[src/rtl/sequenciador_buzzer.sv]
// sequenciador_buzzer: plays one of four fixed beep patterns into the buzzer tone generator.
// Define BUZZER_SEQ_PREEMPCAO_EN to let iniciar restart playback while a pattern is running.
module sequenciador_buzzer #(
  parameter int UNIDADE = 100,
  parameter int W = 16
) (
  input  logic       clock,
  input  logic       reset,
  input  logic       iniciar,
  input  logic       parar,
  input  logic [1:0] padrao,
  output logic       conta,
  output logic [3:0] seletor,
  output logic       tocando,
  output logic       fim
);
  typedef enum logic [1:0] {OCIOSO, TOCA, FIM} estado_t;
  localparam logic [W-1:0] RECARGA = W'(UNIDADE - 1);
  estado_t estado, estado_n;
  logic [1:0] pat, pat_n;
  logic [2:0] passo, passo_n, unids, unids_n;
  logic [W-1:0] cnt, cnt_n;
  logic conta_n, tocando_n, fim_n, pode;
  logic [3:0] seletor_n;
  function automatic logic [3:0] nota(input logic [1:0] p, input logic [2:0] s);
    case ({p, s})
      5'b00_000, 5'b11_011:           nota = 4'b1000;
      5'b01_000, 5'b01_010, 5'b11_000: nota = 4'b0001;
      5'b10_000, 5'b10_010, 5'b10_100, 5'b11_001: nota = 4'b0010;
      5'b11_010:                       nota = 4'b0100;
      default:                         nota = 4'b0000;
    endcase
  endfunction
  function automatic logic [2:0] duracao(input logic [1:0] p, input logic [2:0] s);
    case ({p, s})
      5'b01_000, 5'b01_010, 5'b11_011: duracao = 3'd4;
      5'b01_001, 5'b10_001, 5'b10_011: duracao = 3'd1;
      default:                         duracao = 3'd2;
    endcase
  endfunction
  function automatic logic [2:0] ultimo(input logic [1:0] p);
    ultimo = p == 2'd0 ? 3'd0 : p == 2'd1 ? 3'd2 : p == 2'd2 ? 3'd4 : 3'd3;
  endfunction
`ifdef BUZZER_SEQ_PREEMPCAO_EN
  assign pode = iniciar && !parar;
`else
  assign pode = iniciar && !parar && estado == OCIOSO;
`endif
  always_ff @(posedge clock or negedge reset) begin
    if (!reset) begin
      estado  <= OCIOSO;
      pat     <= '0;
      passo   <= '0;
      unids   <= '0;
      cnt     <= '0;
      conta   <= 1'b0;
      seletor <= '0;
      tocando <= 1'b0;
      fim     <= 1'b0;
    end else begin
      estado  <= estado_n;
      pat     <= pat_n;
      passo   <= passo_n;
      unids   <= unids_n;
      cnt     <= cnt_n;
      conta   <= conta_n;
      seletor <= seletor_n;
      tocando <= tocando_n;
      fim     <= fim_n;
    end
  end
  // cnt counts cycles within one unit, unids counts units left in the current step
  always_comb begin
    estado_n = estado;
    pat_n    = pat;
    passo_n  = passo;
    unids_n  = unids;
    cnt_n    = cnt;
    case (estado)
      TOCA:
        if (parar) estado_n = OCIOSO;
        else if (cnt != '0) cnt_n = cnt - W'(1);
        else if (unids != 3'd1) begin
          unids_n = unids - 3'd1;
          cnt_n   = RECARGA;
        end else if (passo == ultimo(pat)) estado_n = FIM;
        else begin
          passo_n = passo + 3'd1;
          unids_n = duracao(pat, passo + 3'd1);
          cnt_n   = RECARGA;
        end
      FIM: estado_n = OCIOSO;
      default: ;
    endcase
    if (pode) begin
      estado_n = TOCA;
      pat_n    = padrao;
      passo_n  = '0;
      unids_n  = duracao(padrao, 3'd0);
      cnt_n    = RECARGA;
    end
  end
  always_comb begin
    tocando_n = estado_n == TOCA;
    fim_n     = estado_n == FIM;
    seletor_n = tocando_n ? nota(pat_n, passo_n) : 4'b0000;
    conta_n   = seletor_n != 4'b0000;
  end
endmodule

[config.mk]
export PLATFORM = sky130hd
export DESIGN_NAME = sequenciador_buzzer
export DESIGN_NICKNAME = d
export VERILOG_FILES = /design/src/rtl/sequenciador_buzzer.sv
export SDC_FILE = /design/constraint.sdc
export NUM_CORES = 1
export LEC_CHECK = 0
export CAP_MARGIN = 20
export CORE_MARGIN = 2
export CORE_UTILIZATION = 40
export DETAILED_ROUTE_END_ITERATION = 6
export PLACE_DENSITY = 0.68
export SYNTH_ARGS = -nofsm -noshare
export SYNTH_HDL_FRONTEND = slang
export SYNTH_SLANG_ARGS = --single-unit
[constraint.sdc]
create_clock -name clock -period 7.3 [get_ports clock]
set_input_delay 1.46 -clock clock [delete_from_list [all_inputs] [get_ports clock]]
set_output_delay 1.46 -clock clock [all_outputs]
set_load 0.03 [all_outputs]
# --- Word-level counts from Yosys, hierarchy flattened ---
# Memories as Yosys holds them, arrays and structs flattened.
# Index checks and enable logic that the tools add are counted.
totals:
  mem_bits_ro: 128
  in_bits: 6
  memories: 1
  output_inout_bits: 7
  register_bits: 33
classes:
  n_eq_ne: 19
  add_sub_neg: 3
  n_mux: 31
  reduce_logical: 12
memory_table:
  columns: ["name", "depth", "word_bits", "read_ports", "rd_ports_with_merged_regs", "write_ports", "line", "rtl"]
  rows:
  - ["(no name shown)", 32, 4, 1, 0, 0, "26", "case ({p, s})"]
op_table:
  columns: ["operator", "n"]
  rows:
  - ["two-way mux 16 bit", 6]
  - ["two-way mux 3 bit", 16]
  - ["nonzero test 16 bit", 1]
  - ["subtractor 16 x 1 -> 16 bit, second input constant", 1]
  - ["== test 5 x 4 -> 1 bit, second input constant", 3]
  - ["== test 5 bit, second input constant", 3]
  - ["two-way mux 2 bit", 6]
  - ["== test 2 x 1 -> 1 bit, second input constant", 4]
  - ["== test 2 bit, second input constant", 3]
  - ["case mux 3 bit (2 select lines)", 1]
  - ["OR reduction 3 bit", 2]
  - ["logical NOT 2 bit", 2]
  - ["two-way mux 4 bit", 1]
  - ["!= test 4 bit, second input constant", 1]
  - ["case mux 2 bit (2 select lines)", 1]
  - ["AND reduction 4 bit", 1]
  - ["nonzero test 4 bit", 1]
  - ["adder 3 x 1 -> 3 bit, second input constant", 1]
  - ["== test 3 bit", 1]
  - ["!= test 3 x 1 -> 1 bit, second input constant", 1]
  - ["!= test 3 bit, second input constant", 1]
  - ["AND reduction 3 bit", 1]
  - ["subtractor 3 x 1 -> 3 bit, second input constant", 1]
  - ["logical AND 1 bit", 2]
  - ["4 further kinds", 4]

# --- Logic depth before layout (Yosys ltp) ---
depth:
  ltp_word: 14
  depth_mapped: 10
  depth_no_buf: 9

# --- Worst setup path after synthesis ---
# Ideal clock, no wire load.
synth_path:
  kind: "input -> register"
  start: "input port parar"
  end: "register conta"
  stages: 7
  slack_ns: 4.201
  t_arrival_ns: 3.012
  required_ns: 7.213
  path_cell_list: "nor2b_1 nand2_1 nor4_4 mux2_2 nor4b_1 a31oi_1 o211ai_1"
synth_between:
  elab_chain_cells: 7
  elab_cells_between_ends: 14
synth_lines:
  columns: ["element", "line", "rtl"]
  rows:
  - ["start: declaration", "10", "input logic parar,"]
  - ["logical NOT 1 bit", "47", "assign pode = iniciar && !parar && estado == OCIOSO;"]
  - ["logical AND 1 bit (2 in series)", "47", null]
  - ["two-way mux 3 bit or two-way mux 2 bit (tied branches)", "95", "if (pode) begin"]
  - ["memory read (32 x 4 bit) or == test 2 x 1 -> 1 bit (tied branches)", null, null]
  - ["two-way mux 4 bit (*)", "106", "seletor_n = tocando_n ? nota(pat_n, passo_n) : 4'b0000;"]
  - ["nonzero test 4 bit (*)", "107", "conta_n = seletor_n != 4'b0000;"]
  - ["net conta_n", "23", "logic conta_n, tocando_n, fim_n, pode;"]
  - ["end signal: assignment", "66", "conta <= conta_n;"]
  - ["end: declaration", "12", "output logic conta,"]
# The timed path passes the listed nets; every way through them passes the cells marked *.
# A chain may end at the register's enable or synchronous reset.

# --- Final worst setup path ---
# Same ends and word-level chain as after synthesis.

==> out/results.ini <==
[worst_setup_path]
reg2reg_depth = 9
worstPathArrival_ns = 3.73
timing.rr.start = unids[1]
crit_fanout = 10
end_kind = register
cp.required_ns = 7.46
cp-startpoint = parar
path_class = input port to register
ff2ff_setup_slack_ns = 4.53
r2r-end = conta
endpoint = conta
start_kind = input port

[status]
status = finished clean

[power]
p_leak_nw = 1.01
switching_share_pct = 37.6
seqPwrFrac_pct = 40.5
power.net_switching_uw = 240
combPwrFrac_pct = 36.3
p_int_uw = 399
irDropWorstVdd_v = 0.000166
p_clk_share_pct = 23.2
power.density_mw_per_mm2 = 272

[final_layout]
syn_to_final_growth_pct = 12.2
drive_above_1_share_pct = 10.3
num_antenna_cells = 0
nFillCells = 493
nets = 249
final_cells = 304

[route]
ant_nets = 0
drtPass1Iterations = 4
drcViolationCount = 0
wl_mm = 3.97
wl_per_cell_um = 13.1
first_iter_violations = 76
viasPerCell = 5.26
num_vias = 1598

[yosys]
synth_common_cells = 33 x dfrtp_1, 22 x nor2_1, 21 x nand2_1
async_flop_share_pct = 100
synthesis.nets = 238
ys_seq_area_share_pct = 39.4
netlist_instances = 222
synth-edff-count = 0
yosys.area.top_type_share_pct = 39.4
synthTopCellsByArea = dfrtp_1 39%, ha_1 6.0%, xnor2_1 4.6%
yosysUniqueCellTypes = 55
yosys.area.top_type = dfrtp_1
ys_ff_latch = 33
synthesis.area_mm2 = 0.00210
avgSynthCellArea_um2 = 9.44
yosys_warnings = 0
synthMostInstantiatedCell = dfrtp_1
synth_ff_type = dfrtp_1

[floorplan]
die_x_um = 76.4
core_mm2 = 0.00507
ios = 13
die_y_um = 76.4
start_util_pct = 41.3
num_rows = 26
die-area_mm2 = 0.00583

[timing]
maxSlewViolCount = 0
relSlewSlack_pct = 62.4
fin_tns_setup_ns = 0
skew_ns = 0.0112
period_minus_slack_ns = 3.57
period_share_pct = 48.9
setup_violations = 0
fmax_mhz = 280
hold_viol = 0
worst_pin_slew_ns = 0.562
rsz0062_at_grt = no

[hold_path]
min_path_type = register to register
hold_start = cnt[1]

[clock_tree]
h-tree-depth = 2
postCtsSetupBuffers = 0
ctsHoldBuffers = 0
cts_root_buffer = clkbuf_8
worstSkewPairLatency_ns = 0.28
tritoncts = yes
cts.repair.resized = 0
clkSinkCount = 33
cts_buffer_depth = 2
cts.reportedPaths.clkPinSlew_ns = 0.07
numCtsBuffers = 5

[placement]
dp_cells = 296
gp_congestion = 0.854
place_hpwl_mm = 2.92
numPortBuffers = 12

[job]
cap_violations = 0

[global_routing]
grt_max_degree = 34
overflow = 0
antenna_found_initial = 0
grt_usage_pct = 14.5
grt_pass1_wl_mm = 6.99
grt_pass1_vias = 1563

## stage by stage
step	area [um2]	utilization [%]	hold WS (ns)	setup WS, ns	total power, mW
6_report	2350	46.4	0.549	3.73	0.640
5_1_grt	2350	46.4	0.583	3.50	0.684
4_1_cts	2350	46.4	0.546	3.76	0.645
3_5_place_dp	2250	44.4	0.530	3.46	0.493
3_3_place_gp	2250	44.4	0.542	3.56	0.492
2_1_floorplan	2100	-	0.497	4.20	0.435
## logic make-up (layout without fill, tap and decap cells)
logic type	count (synthesis)	after routing	share of synthesized area, %
AO/OA/AOI/OAI	40	40	13.7
XOR/XNOR	15	15	6.63
adder cells (fa/ha/maj)	10	10	5.97
buffers and inverters	20	32	4.84
flip-flops	33	33	39.4
multiplexers	2	2	1.01
AND/OR/NAND/NOR	102	102	28.5
## worst max-delay path: stages
cell and delay (ns):
clkdlybuf4s50_1 0.47, nor2b_1 0.28, nand2_1 0.14, nor4_4 0.52, nor3_1 0.08, a311o_1 0.38, a32oi_1 0.28, o211ai_1 0.11
## layout by cell type, fill, tap and decap left out, types with 2 or more instances in the layout
cell              n
dfrtp_1          33
nor2_1           22
nand2_1          21
o21ai_0          14
clkdlybuf4s50_1  12
inv_1            11
xnor2_1          11
ha_1             10
nand3_1           9
nor4_1            9
or3_1             7
clkbuf_8          7
a21oi_1           6
nor2b_1           5
nor3_1            4
nand2b_1          3
xor2_1            3
a211oi_1          3
nand3b_1          2
nor4_4            2
a31oi_1           2
o21ai_1           2
nor4b_1           2
o211ai_1          2
## state kept, by name (all words and copies together) (netlist names)
signal,count
cnt,16
conta,1
estado,2
fim,1
passo,3
pat,2
seletor,4
tocando,1
unids,3
## final cells by class
class | count | area [um2] | area share [%]
Multi-Input combinational cell | 169 | 1170 | 49.7
Timing Repair Buffer | 13 | 128 | 5.43
Clock inverter | 1 | 5.00 | 0.213
Tap cell | 70 | 87.6 | 3.72
Sequential cell | 33 | 826 | 35.1
Clock buffer | 7 | 96.3 | 4.10
Inverter | 11 | 41.3 | 1.76
## how the worst min path moves through the flow
stage,endpoint,slack [ns],depth (start not counted)
4_1_cts,cnt[1],0.55,2
5_1_grt,cnt[1],0.58,2
6_report,cnt[1],0.55,2
3_3_place_gp,cnt[13],0.54,2
3_5_place_dp,cnt[1],0.53,2
2_1_floorplan,cnt[1],0.50,2
## routing by layer
layer / track usage, % / vias up / wire length (um)
li1: - / 806 / -
met1: 20.0 / 755 / 1960
met2: 22.2 / 29 / 1810
met3: 2.96 / 8 / 117
met4: 6.36 / 0 / 92
met5: 0 / - / 0
## power by group through the flow
stage	registers, mW	logic (mW)	clock network (mW)
after global placement	0.262	0.230	0
after CTS	0.258	0.233	0.154
final	0.259	0.232	0.149
after floorplan	0.270	0.164	0
after detailed placement	0.261	0.232	0
after global routing	0.265	0.258	0.161
Power figures use the tool's default switching activity.
